--- config.mk ---
export PLATFORM = sky130hd
export DESIGN_NAME = axi_regs_master_flat
export DESIGN_NICKNAME = d
export VERILOG_FILES = /design/src/rtl/axi_regs_master_if.sv /design/src/rtl/axi_regs_master.sv /design/src/flat_wrapper.sv
export SDC_FILE = /design/constraint.sdc
export NUM_CORES = 1
export LEC_CHECK = 0
export CAP_MARGIN = 25
export CORE_AREA = 2 2 124 126
export CTS_CLUSTER_DIAMETER = 80
export DETAILED_ROUTE_END_ITERATION = 10
export DIE_AREA = 0 0 126 128
export PLACE_DENSITY = 0.75
export SLEW_MARGIN = 15
export SYNTH_ARGS = -nofsm -noshare
export SYNTH_HDL_FRONTEND = slang
export SYNTH_SLANG_ARGS = --single-unit
--- constraint.sdc ---
create_clock -name ACLK -period 3.5 [get_ports ACLK]
set_input_delay 0.525 -clock ACLK [delete_from_list [all_inputs] [get_ports ACLK]]
set_output_delay 0.525 -clock ACLK [all_outputs]
set_load 0.005 [all_outputs]
--- src/rtl/axi_regs_master_if.sv ---
// Command/response port and AXI3 master channels of axi_regs_master.
// The master modport is the register master's view; slave is the far side.
interface axi_regs_master_if #(
  parameter int unsigned ADDRESS_BITS = 16
);
  logic                    cmd_valid;
  logic                    cmd_ready;
  logic                    cmd_write;
  logic [ADDRESS_BITS-1:0] cmd_addr;
  logic [31:0]             cmd_wdata;
  logic [3:0]              cmd_wstb;
  logic                    rsp_valid;
  logic [31:0]             rsp_rdata;
  logic [1:0]              rsp_resp;
  logic                    rsp_err;
  logic [31:0]             ARADDR, AWADDR;
  logic                    ARVALID, AWVALID, WVALID;
  logic                    ARREADY, AWREADY, WREADY;
  logic [11:0]             ARID, AWID, WID;
  logic [3:0]              ARLEN, AWLEN;
  logic [1:0]              ARSIZE, AWSIZE, ARBURST, AWBURST;
  logic [31:0]             WDATA;
  logic [3:0]              WSTRB;
  logic                    WLAST;
  logic [31:0]             RDATA;
  logic [11:0]             RID;
  logic                    RLAST;
  logic [1:0]              RRESP;
  logic                    RVALID, RREADY;
  logic                    BVALID;
  logic [11:0]             BID;
  logic [1:0]              BRESP;
  logic                    BREADY;

  modport master (
    input  cmd_valid, cmd_write, cmd_addr, cmd_wdata, cmd_wstb,
    output cmd_ready, rsp_valid, rsp_rdata, rsp_resp, rsp_err,
    output ARADDR, AWADDR, ARVALID, AWVALID, WVALID,
    input  ARREADY, AWREADY, WREADY,
    output ARID, AWID, WID, ARLEN, AWLEN, ARSIZE, AWSIZE, ARBURST, AWBURST,
    output WDATA, WSTRB, WLAST,
    input  RDATA, RID, RLAST, RRESP, RVALID,
    output RREADY,
    input  BVALID, BID, BRESP,
    output BREADY
  );

  modport slave (
    output cmd_valid, cmd_write, cmd_addr, cmd_wdata, cmd_wstb,
    input  cmd_ready, rsp_valid, rsp_rdata, rsp_resp, rsp_err,
    input  ARADDR, AWADDR, ARVALID, AWVALID, WVALID,
    output ARREADY, AWREADY, WREADY,
    input  ARID, AWID, WID, ARLEN, AWLEN, ARSIZE, AWSIZE, ARBURST, AWBURST,
    input  WDATA, WSTRB, WLAST,
    output RDATA, RID, RLAST, RRESP, RVALID,
    input  RREADY,
    output BVALID, BID, BRESP,
    input  BREADY
  );
endinterface

--- src/rtl/axi_regs_master.sv ---
// Single-outstanding AXI3 register master: each accepted command becomes one
// single-beat AW+W+B or AR+R exchange followed by a one-cycle response pulse.
module axi_regs_master #(
  parameter int unsigned ADDRESS_BITS = 16,
  parameter logic [31:0] BASE_ADDR    = 32'h8000_0000,
  parameter logic [11:0] AXI_ID       = 12'h000
) (
  input  logic              ACLK,
  input  logic              ARESETN,
  axi_regs_master_if.master bus
);
  typedef enum logic [2:0] {IDLE, WR_REQ, WR_RESP, RD_REQ, RD_RESP} state_t;

  state_t      state_q, state_d;
  logic        cmd_ready_q, cmd_ready_d;
  logic        awvalid_q, awvalid_d;
  logic        wvalid_q, wvalid_d;
  logic        arvalid_q, arvalid_d;
  logic        bready_q, bready_d;
  logic        rready_q, rready_d;
  logic [31:0] addr_q, addr_d;
  logic [31:0] wdata_q, wdata_d;
  logic [3:0]  wstrb_q, wstrb_d;
  logic        rsp_valid_q, rsp_valid_d;
  logic [31:0] rsp_rdata_q, rsp_rdata_d;
  logic [1:0]  rsp_resp_q, rsp_resp_d;
  logic        rsp_err_q, rsp_err_d;

  always_comb begin
    state_d     = state_q;
    cmd_ready_d = cmd_ready_q;
    awvalid_d   = awvalid_q;
    wvalid_d    = wvalid_q;
    arvalid_d   = arvalid_q;
    bready_d    = bready_q;
    rready_d    = rready_q;
    addr_d      = addr_q;
    wdata_d     = wdata_q;
    wstrb_d     = wstrb_q;
    rsp_valid_d = 1'b0;
    rsp_rdata_d = rsp_rdata_q;
    rsp_resp_d  = rsp_resp_q;
    rsp_err_d   = rsp_err_q;
    case (state_q)
      IDLE: begin
        // cmd_ready_q is still low in the first cycle after reset release
        cmd_ready_d = 1'b1;
        if (bus.cmd_valid && cmd_ready_q) begin
          cmd_ready_d = 1'b0;
          addr_d      = BASE_ADDR | {{(30-ADDRESS_BITS){1'b0}}, bus.cmd_addr, 2'b00};
          wdata_d     = bus.cmd_wdata;
          wstrb_d     = bus.cmd_wstb;
          if (bus.cmd_write) begin
            state_d   = WR_REQ;
            awvalid_d = 1'b1;
            wvalid_d  = 1'b1;
          end else begin
            state_d   = RD_REQ;
            arvalid_d = 1'b1;
          end
        end
      end
      WR_REQ: begin
        if (awvalid_q && bus.AWREADY) awvalid_d = 1'b0;
        if (wvalid_q && bus.WREADY)   wvalid_d  = 1'b0;
        if (!awvalid_d && !wvalid_d) begin
          state_d  = WR_RESP;
          bready_d = 1'b1;
        end
      end
      WR_RESP: begin
        if (bus.BVALID) begin
          state_d     = IDLE;
          bready_d    = 1'b0;
          cmd_ready_d = 1'b1;
          rsp_valid_d = 1'b1;
          rsp_rdata_d = 32'h0;
          rsp_resp_d  = bus.BRESP;
          rsp_err_d   = (bus.BID != AXI_ID);
        end
      end
      RD_REQ: begin
        if (bus.ARREADY) begin
          state_d   = RD_RESP;
          arvalid_d = 1'b0;
          rready_d  = 1'b1;
        end
      end
      RD_RESP: begin
        if (bus.RVALID) begin
          state_d     = IDLE;
          rready_d    = 1'b0;
          cmd_ready_d = 1'b1;
          rsp_valid_d = 1'b1;
          rsp_rdata_d = bus.RDATA;
          rsp_resp_d  = bus.RRESP;
          rsp_err_d   = (bus.RID != AXI_ID) | ~bus.RLAST;
        end
      end
      default: state_d = IDLE;
    endcase
  end

  always_ff @(posedge ACLK or negedge ARESETN) begin
    if (!ARESETN) begin
      state_q     <= IDLE;
      cmd_ready_q <= 1'b0;
      awvalid_q   <= 1'b0;
      wvalid_q    <= 1'b0;
      arvalid_q   <= 1'b0;
      bready_q    <= 1'b0;
      rready_q    <= 1'b0;
      addr_q      <= 32'h0;
      wdata_q     <= 32'h0;
      wstrb_q     <= 4'h0;
      rsp_valid_q <= 1'b0;
      rsp_rdata_q <= 32'h0;
      rsp_resp_q  <= 2'b00;
      rsp_err_q   <= 1'b0;
    end else begin
      state_q     <= state_d;
      cmd_ready_q <= cmd_ready_d;
      awvalid_q   <= awvalid_d;
      wvalid_q    <= wvalid_d;
      arvalid_q   <= arvalid_d;
      bready_q    <= bready_d;
      rready_q    <= rready_d;
      addr_q      <= addr_d;
      wdata_q     <= wdata_d;
      wstrb_q     <= wstrb_d;
      rsp_valid_q <= rsp_valid_d;
      rsp_rdata_q <= rsp_rdata_d;
      rsp_resp_q  <= rsp_resp_d;
      rsp_err_q   <= rsp_err_d;
    end
  end

  assign bus.cmd_ready = cmd_ready_q;
  assign bus.rsp_valid = rsp_valid_q;
  assign bus.rsp_rdata = rsp_rdata_q;
  assign bus.rsp_resp  = rsp_resp_q;
  assign bus.rsp_err   = rsp_err_q;
  assign bus.ARADDR    = addr_q;
  assign bus.AWADDR    = addr_q;
  assign bus.ARVALID   = arvalid_q;
  assign bus.AWVALID   = awvalid_q;
  assign bus.WVALID    = wvalid_q;
  assign bus.ARID      = AXI_ID;
  assign bus.AWID      = AXI_ID;
  assign bus.WID       = AXI_ID;
  assign bus.ARLEN     = 4'd0;
  assign bus.AWLEN     = 4'd0;
  assign bus.ARSIZE    = 2'b10;
  assign bus.AWSIZE    = 2'b10;
  assign bus.ARBURST   = 2'b01;
  assign bus.AWBURST   = 2'b01;
  assign bus.WDATA     = wdata_q;
  assign bus.WSTRB     = wstrb_q;
  assign bus.WLAST     = wvalid_q;
  assign bus.RREADY    = rready_q;
  assign bus.BREADY    = bready_q;
endmodule

--- src/flat_wrapper.sv ---
// flat-port wrapper written by rule: the top's interface ports become plain ports
module axi_regs_master_flat 
#(
  parameter int unsigned ADDRESS_BITS = 16,
  parameter logic [31:0] BASE_ADDR    = 32'h8000_0000,
  parameter logic [11:0] AXI_ID       = 12'h000
)
  (ACLK, ARESETN, bus_cmd_valid, bus_cmd_write, bus_cmd_addr, bus_cmd_wdata, bus_cmd_wstb, bus_cmd_ready, bus_rsp_valid, bus_rsp_rdata, bus_rsp_resp, bus_rsp_err, bus_ARADDR, bus_AWADDR, bus_ARVALID, bus_AWVALID, bus_WVALID, bus_ARREADY, bus_AWREADY, bus_WREADY, bus_ARID, bus_AWID, bus_WID, bus_ARLEN, bus_AWLEN, bus_ARSIZE, bus_AWSIZE, bus_ARBURST, bus_AWBURST, bus_WDATA, bus_WSTRB, bus_WLAST, bus_RDATA, bus_RID, bus_RLAST, bus_RRESP, bus_RVALID, bus_RREADY, bus_BVALID, bus_BID, bus_BRESP, bus_BREADY);
  axi_regs_master_if #(.ADDRESS_BITS(ADDRESS_BITS)) bus_i ();
  input  logic ACLK;
  input  logic ARESETN;
  input wire logic [$bits(bus_i.cmd_valid)-1:0] bus_cmd_valid;
  input wire logic [$bits(bus_i.cmd_write)-1:0] bus_cmd_write;
  input wire logic [$bits(bus_i.cmd_addr)-1:0] bus_cmd_addr;
  input wire logic [$bits(bus_i.cmd_wdata)-1:0] bus_cmd_wdata;
  input wire logic [$bits(bus_i.cmd_wstb)-1:0] bus_cmd_wstb;
  output wire logic [$bits(bus_i.cmd_ready)-1:0] bus_cmd_ready;
  output wire logic [$bits(bus_i.rsp_valid)-1:0] bus_rsp_valid;
  output wire logic [$bits(bus_i.rsp_rdata)-1:0] bus_rsp_rdata;
  output wire logic [$bits(bus_i.rsp_resp)-1:0] bus_rsp_resp;
  output wire logic [$bits(bus_i.rsp_err)-1:0] bus_rsp_err;
  output wire logic [$bits(bus_i.ARADDR)-1:0] bus_ARADDR;
  output wire logic [$bits(bus_i.AWADDR)-1:0] bus_AWADDR;
  output wire logic [$bits(bus_i.ARVALID)-1:0] bus_ARVALID;
  output wire logic [$bits(bus_i.AWVALID)-1:0] bus_AWVALID;
  output wire logic [$bits(bus_i.WVALID)-1:0] bus_WVALID;
  input wire logic [$bits(bus_i.ARREADY)-1:0] bus_ARREADY;
  input wire logic [$bits(bus_i.AWREADY)-1:0] bus_AWREADY;
  input wire logic [$bits(bus_i.WREADY)-1:0] bus_WREADY;
  output wire logic [$bits(bus_i.ARID)-1:0] bus_ARID;
  output wire logic [$bits(bus_i.AWID)-1:0] bus_AWID;
  output wire logic [$bits(bus_i.WID)-1:0] bus_WID;
  output wire logic [$bits(bus_i.ARLEN)-1:0] bus_ARLEN;
  output wire logic [$bits(bus_i.AWLEN)-1:0] bus_AWLEN;
  output wire logic [$bits(bus_i.ARSIZE)-1:0] bus_ARSIZE;
  output wire logic [$bits(bus_i.AWSIZE)-1:0] bus_AWSIZE;
  output wire logic [$bits(bus_i.ARBURST)-1:0] bus_ARBURST;
  output wire logic [$bits(bus_i.AWBURST)-1:0] bus_AWBURST;
  output wire logic [$bits(bus_i.WDATA)-1:0] bus_WDATA;
  output wire logic [$bits(bus_i.WSTRB)-1:0] bus_WSTRB;
  output wire logic [$bits(bus_i.WLAST)-1:0] bus_WLAST;
  input wire logic [$bits(bus_i.RDATA)-1:0] bus_RDATA;
  input wire logic [$bits(bus_i.RID)-1:0] bus_RID;
  input wire logic [$bits(bus_i.RLAST)-1:0] bus_RLAST;
  input wire logic [$bits(bus_i.RRESP)-1:0] bus_RRESP;
  input wire logic [$bits(bus_i.RVALID)-1:0] bus_RVALID;
  output wire logic [$bits(bus_i.RREADY)-1:0] bus_RREADY;
  input wire logic [$bits(bus_i.BVALID)-1:0] bus_BVALID;
  input wire logic [$bits(bus_i.BID)-1:0] bus_BID;
  input wire logic [$bits(bus_i.BRESP)-1:0] bus_BRESP;
  output wire logic [$bits(bus_i.BREADY)-1:0] bus_BREADY;
  assign bus_i.cmd_valid = bus_cmd_valid;
  assign bus_i.cmd_write = bus_cmd_write;
  assign bus_i.cmd_addr = bus_cmd_addr;
  assign bus_i.cmd_wdata = bus_cmd_wdata;
  assign bus_i.cmd_wstb = bus_cmd_wstb;
  assign bus_cmd_ready = bus_i.cmd_ready;
  assign bus_rsp_valid = bus_i.rsp_valid;
  assign bus_rsp_rdata = bus_i.rsp_rdata;
  assign bus_rsp_resp = bus_i.rsp_resp;
  assign bus_rsp_err = bus_i.rsp_err;
  assign bus_ARADDR = bus_i.ARADDR;
  assign bus_AWADDR = bus_i.AWADDR;
  assign bus_ARVALID = bus_i.ARVALID;
  assign bus_AWVALID = bus_i.AWVALID;
  assign bus_WVALID = bus_i.WVALID;
  assign bus_i.ARREADY = bus_ARREADY;
  assign bus_i.AWREADY = bus_AWREADY;
  assign bus_i.WREADY = bus_WREADY;
  assign bus_ARID = bus_i.ARID;
  assign bus_AWID = bus_i.AWID;
  assign bus_WID = bus_i.WID;
  assign bus_ARLEN = bus_i.ARLEN;
  assign bus_AWLEN = bus_i.AWLEN;
  assign bus_ARSIZE = bus_i.ARSIZE;
  assign bus_AWSIZE = bus_i.AWSIZE;
  assign bus_ARBURST = bus_i.ARBURST;
  assign bus_AWBURST = bus_i.AWBURST;
  assign bus_WDATA = bus_i.WDATA;
  assign bus_WSTRB = bus_i.WSTRB;
  assign bus_WLAST = bus_i.WLAST;
  assign bus_i.RDATA = bus_RDATA;
  assign bus_i.RID = bus_RID;
  assign bus_i.RLAST = bus_RLAST;
  assign bus_i.RRESP = bus_RRESP;
  assign bus_i.RVALID = bus_RVALID;
  assign bus_RREADY = bus_i.RREADY;
  assign bus_i.BVALID = bus_BVALID;
  assign bus_i.BID = bus_BID;
  assign bus_i.BRESP = bus_BRESP;
  assign bus_BREADY = bus_i.BREADY;
  axi_regs_master #(.ADDRESS_BITS(ADDRESS_BITS), .BASE_ADDR(BASE_ADDR), .AXI_ID(AXI_ID)) u_core (.ACLK(ACLK), .ARESETN(ARESETN), .bus(bus_i));
endmodule
==> impl_metrics.tcl, run 1 <==
set metrics [dict create \
    multi_input_area_um2 1551 \
    p_leak_uw 0.003020 \
    htree_num_levels 3 \
    drc_errors 0 \
    port_buffers 234 \
    detailed_place_hpwl_um 8480 \
    peakVddDrop_v 0.0004711 \
    fin_nets 698 \
    hold_buffers 0 \
    cp-end-kind "flip-flop" \
    post_cts_resize_count 0 \
    ys_ff_latch 98 \
    postSynthCellCount 364 \
    fmax_mhz 482.5 \
    viasPerCell 4.311 \
    syn_to_final_growth_pct 51.26 \
    drive_gt1_share_pct 12.56 \
    rsz0062_at_grt "no" \
    clk_latency_ns 0.34 \
    gp_congestion 0.7962 \
    worst_pin_slew_ns 0.7087 \
    drv_cap 0 \
    place_area_um2 6619 \
    cp.required_ns 3.72 \
    grt_pass1_vias 3305 \
    cts_tree "done" \
    layout_min_cycle_time_ns 2.072 \
    report.power.total_uw 5204 \
    r2r_setup_slack_ns 1.48 \
    cp_data_arrival_time_ns 2.29 \
    timing.hold.ws_ns 0.06843 \
    clkTransAtPathRegs_ns 0.06 \
    vias 3315 \
    first_iter_violations 100 \
    postCtsSetupBuffers 0 \
    n_antenna_cell 0 \
    finalSetupTns_ns 0 \
    grt_usage_pct 13.18 \
    synth_cell_type_count 31 \
    grt_antenna_before_repair 0 \
    n_fill_cell 1361 \
    start_util_pct 30.84 \
    hold_violations 0 \
    avgSynthCellArea_um2 12.59 \
    detail-route-antenna-nets 0 \
    grt-ovfl-total 0 \
    drt_first_pass_iters 4 \
    grt_max_degree 59 \
    ys_seq_area_share_pct 53.49 \
    maxSlewViolCount 0 \
    wl_um 10900 \
    syn_area_um2 4584 \
    fin_skew_ns 0.005207 \
    io_pins 317 \
    die_x_um 126 \
    regArea_um2 2452 \
    cts_root_buffer "clkbuf_16" \
    core_um2 14860 \
    cp-start-kind "input port" \
    path_max_fanout 58 \
    cts_buffers 9 \
    period_share_pct 59.21 \
    grt_pass1_wl_um 16880 \
    p_per_area_nw_per_um2 750.5 \
    die-area_um2 16130 \
    die_h_um 128 \
    setup_viol_count_final 0 \
    min_path_type "input port to async pin" \
    postLayoutCellArea_um2 6934 \
    relSlewSlack_pct 52.75 \
    row_count 45 \
    cts.sinks 98 \
    detail_route.wl_per_cell_um 14.17 \
    status "completed" \
    path_class "input port to flip-flop" \
    cts_buffer_depth 2 \
    ys_warn_count 0 \
]
path summary, 6_finish.rpt:
path | cells past startpoint | endpoint | startpoint
min | 1 | u_core.bus.WDATA[20] | ARESETN
min in group ACLK | 2 | u_core.bus.rsp_resp[1] | u_core.bus.rsp_resp[1]
max reg2reg | 3 | u_core.bus.ARADDR[17] | u_core.state_q[1]
max in group asynchronous | 2 | u_core.bus.ARADDR[17] | ARESETN
max | 5 | u_core.bus.ARADDR[17] | bus_cmd_valid
min reg2reg | 2 | u_core.bus.rsp_resp[1] | u_core.bus.rsp_resp[1]
state kept, by name (all words and copies together), names as in the netlist:
signal,cells
u_core.bus.RREADY,1
u_core.bus.ARADDR,17
u_core.state_q,3
u_core.bus.WDATA,32
u_core.bus.rsp_resp,2
u_core.bus.WLAST,1
u_core.bus.ARVALID,1
u_core.bus.rsp_valid,1
u_core.bus.cmd_ready,1
u_core.bus.rsp_err,1
u_core.bus.AWVALID,1
u_core.bus.BREADY,1
u_core.bus.rsp_rdata,32
u_core.bus.WSTRB,4
per-layer routing:
metal  track usage (%)  part of all wire (%)  wire, um  up-vias
li1                  -                     -         -     1497
met1             14.70                    37      3999     1635
met2             23.56                    54      5891      164
met3             2.963                   6.6       718       19
met4             6.852                   2.6       288        0
met5                 0                     0         0        -
cell families after synthesis:
| kind of cell | count (synthesis) | share of synthesized area [%] |
|---|---|---|
| buf+inv | 120 | 19.32 |
| flops | 98 | 53.49 |
| mux | 55 | 13.78 |
| compound gates | 53 | 8.679 |
| simple gates | 36 | 4.558 |
| other cells | 2 | 0.1638 |
power breakdown:
part | switching, uW | total (uW) | internal [uW]
combinational | 695 | 2220 | 1520
sequential | 320 | 1940 | 1620
clock | 402 | 1050 | 647
total | 1420 | 5200 | 3790
worst max-delay path, cell delays in order:
cell and delay [ns]:
clkdlybuf4s50_1 0.49, nand2_1 0.09, nor4_4 0.13, buf_4 0.59, mux2_2 0.41
synth_stat cells:
cell      count  area [um2]
nand2_1       7       26.28
a31oi_1       2       12.51
conb_1        2       7.510
buf_6         4       45.04
mux4_1        1       26.28
nand4_1       1       6.260
a2bb2o_1      1       10.01
nor2_1        8       30.03
nor4_4        1       21.27
nand3_1       3       15.01
and3b_2       2       20.02
clkbuf_1      1       3.750
buf_4       106       795.8
o21ai_0       6       30.03
o21ai_1       2       10.01
inv_1         3       11.26
o21bai_1      1       7.510
a21oi_1       8       40.04
nand2b_1      5       31.28
mux2_1        2       22.52
buf_2         6       30.03
nor4_1        5       31.28
mux2_2       50       563.0
and3_1        1       6.260
mux2i_1       2       20.02
a22o_1       32       280.3
dfrtp_1      98        2452
or2_2         1       6.260
or3b_1        1       8.760
nor2b_1       1       6.260
o31ai_1       1       7.510
cell usage in the layout, fill, tap and decap left out, types with 2 or more instances in the layout:
cell,n
a21oi_1,8
nor4_1,5
clkbuf_1,4
clkdlybuf4s50_1,233
inv_1,3
a31oi_1,2
conb_1,82
nor2_1,8
a22o_1,32
mux2i_1,2
mux2_2,50
nand2b_1,5
nand3_1,3
nand2_1,7
buf_4,5
o21ai_0,6
clkbuf_16,9
dfrtp_1,98
and3b_2,2
bufinv_16,2
mux2_1,2
per-stage QoR:
step / util [%] / instances / setup slack (ns)
detailed placement: 44.53 / 753 / 1.073
global route: 46.65 / 769 / 1.329
floorplan: - / 444 / 1.930
finish: 46.65 / 769 / 1.428
CTS: 46.64 / 769 / 1.441
global placement: 44.53 / 753 / 1.104
layout make-up:
type / instances / area share (%)
inverters: 3 / 0.1624
flip-flops and latches: 98 / 35.37
multi-input cells: 226 / 22.37
clock inverters: 2 / 0.8661
well taps: 188 / 3.392
repair buffers: 238 / 34.18
clock buffers: 14 / 3.663
Note: power is estimated with default switching activity, not from simulation.
==> run 2, diff against run 1 <==
--- a/config.mk
+++ b/config.mk
@@ -6,11 +6,11 @@
 export NUM_CORES = 1
 export LEC_CHECK = 0
 export CAP_MARGIN = 25
-export CORE_AREA = 2 2 124 126
+export CORE_AREA = 2 2 123 125
 export CTS_CLUSTER_DIAMETER = 80
 export DETAILED_ROUTE_END_ITERATION = 10
-export DIE_AREA = 0 0 126 128
-export PLACE_DENSITY = 0.75
+export DIE_AREA = 0 0 125 127
+export PLACE_DENSITY = 0.76
 export SLEW_MARGIN = 15
 export SYNTH_ARGS = -nofsm -noshare
 export SYNTH_HDL_FRONTEND = slang
==> constraint.sdc (replaced) <==
create_clock -name ACLK -period 2.1 [get_ports ACLK]
set_input_delay 0.315 -clock ACLK [delete_from_list [all_inputs] [get_ports ACLK]]
set_output_delay 0.315 -clock ACLK [all_outputs]
set_load 0.005 [all_outputs]
==> run 2 against run 1 <==
Die area shrank 1.6%. Sequential cell count unchanged. Critical path depth decreased by 2. Global-route usage grew 1.0 points. First-iteration DRC count up 4.0%. Register-to-register slack lost 1.1 ns.
==> impl_metrics.tcl, run 2 (same netlist as run 1, synthesis figures left out) <==
set metrics [dict create \
    cp-start-kind "flip-flop" \
    viasPerCell 4.302 \
    cts_tree "done" \
    cts_root_buffer "clkbuf_16" \
    worst_pin_slew_ns 0.5026 \
    hold_violations 0 \
    min_path_type "input port to async pin" \
    io_pins 317 \
    n_antenna_cell 0 \
    fin_skew_ns 0.007546 \
    p_per_area_nw_per_um2 1245 \
    first_iter_violations 104 \
    fin_nets 702 \
    slowest_stage "dfrtp_1" \
    period_share_pct 81.68 \
    detailed_place_hpwl_um 9042 \
    n_fill_cell 1274 \
    cts_buffer_depth 2 \
    final_cell_mix "clkdlybuf4s50_1, dfrtp_1, conb_1" \
    wl_um 11510 \
    die-area_um2 15880 \
    cts_buffers 9 \
    final_common_cell "clkdlybuf4s50_1" \
    regArea_um2 2452 \
    cp_data_arrival_time_ns 1.94 \
    path_class "flip-flop to flip-flop" \
    die_h_um 127 \
    grt-ovfl-total 0 \
    p_leak_uw 0.003044 \
    multi_input_area_um2 1550 \
    row_count 44 \
    grt_pass1_vias 3361 \
    setup_viol_count_final 0 \
    relSlewSlack_pct 66.49 \
    slowest_delay_ns 0.50 \
    clkTransAtPathRegs_ns 0.07 \
    maxSlewViolCount 0 \
    cts.sinks 98 \
    vias 3308 \
    core_um2 14420 \
    fin_cells 769 \
    die_x_um 125 \
    finalSetupTns_ns 0 \
    gp_congestion 0.8408 \
    detail_route.wl_per_cell_um 14.97 \
    clk_latency_ns 0.34 \
    worstPathCellList "nor4_4 > buf_12 > mux2_2" \
    grt_antenna_before_repair 0 \
    grt_pass1_wl_um 17690 \
    syn_to_final_growth_pct 52.46 \
    layout_min_cycle_time_ns 1.715 \
    fmax_mhz 583.0 \
    grt_max_degree 56 \
    htree_num_levels 3 \
    cp.required_ns 2.32 \
    status "completed" \
    grt_usage_pct 14.19 \
    drc_errors 0 \
    detail-route-antenna-nets 0 \
    peakVddDrop_v 0.0007045 \
    post_cts_resize_count 0 \
    drt_first_pass_iters 4 \
    rsz0062_at_grt "no" \
    drv_cap 0 \
    port_buffers 234 \
    drive_gt1_share_pct 13.50 \
    start_util_pct 31.78 \
    cp-end-kind "flip-flop" \
    path_max_fanout 55 \
    place_inst 752 \
]
## run 2: changes by cell type in the layout (fill, tap and decap cells not counted), sizes merged
| cell | delta |
|---|---|
| dlygate4sd3 | +1 |
| clkinvlp | +3 |
| bufinv | -1 |
| buf | +3 |
| clkbuf | -4 |
| clkinv | +2 |
## run 2: per-layer routing
metal  track usage [%]  up-vias  wire, um
li1                  -     1510         -
met5                 0        -         0
met1             15.34     1584      4146
met2             25.45      191      6124
met3             4.146       23       908
met4             7.059        0       331
## run 2: worst paths after layout
path / startpoint / endpoint / slack, ns / depth (start not counted)
max: u_core.state_q[2] / u_core.bus.WDATA[8] / 0.38 / 3
min: ARESETN / u_core.bus.WDATA[11] / 0.48 / 2
max reg2reg: u_core.state_q[2] / u_core.bus.WDATA[8] / 0.38 / 3
min reg2reg: u_core.bus.rsp_resp[0] / u_core.bus.rsp_resp[0] / 0.48 / 2
max in group asynchronous: ARESETN / u_core.bus.rsp_rdata[26] / 0.97 / 3
min in group ACLK: u_core.bus.rsp_resp[0] / u_core.bus.rsp_resp[0] / 0.48 / 2
## run 2: area by class of cell
type | count | area share, %
tap | 184 | 3.294
clock inverter | 6 | 0.9488
multi-input combinational | 226 | 22.18
timing repair buffer | 242 | 34.91
inverter | 3 | 0.1611
sequential | 98 | 35.09
clock buffer | 10 | 3.419
## run 2: through the flow
| stage | total power, uW | worst slack, ns | hold slack, ns | cell area, um2 | util (%) |
|---|---|---|---|---|---|
| 5_1_grt | 9225 | 0.3211 | 0.5094 | 6989 | 48.46 |
| 4_1_cts | 8825 | 0.3865 | 0.4834 | 6989 | 48.46 |
| 3_5_place_dp | 7117 | 0.09372 | 0.3123 | 6674 | 46.27 |
| 2_1_floorplan | 4942 | 0.5497 | 0.01941 | 4885 | - |
| 6_report | 8701 | 0.3848 | 0.4789 | 6989 | 48.46 |
| 3_3_place_gp | 7002 | 0.1479 | 0.3088 | 6674 | 46.27 |
## run 2: repair_timing
action | CTS | global route
hold endpoints to repair | 35 | 0
setup buffers | 0 | 0
endpoints found under the setup margin | 0 | 0
hold buffers | 1 | 0
## run 2: report_power, final
group          total [uW]  internal [uW]  switching, uW
sequential           3240           2700            545
clock                1660            955            707
combinational        3800           2590           1200
## run 2: critical path, delay by kind of cell (launching register included)
family	cells	cell delay, ns
flops	1	0.50
buf+inv	1	0.31
mux	1	0.38
simple gates	1	0.35
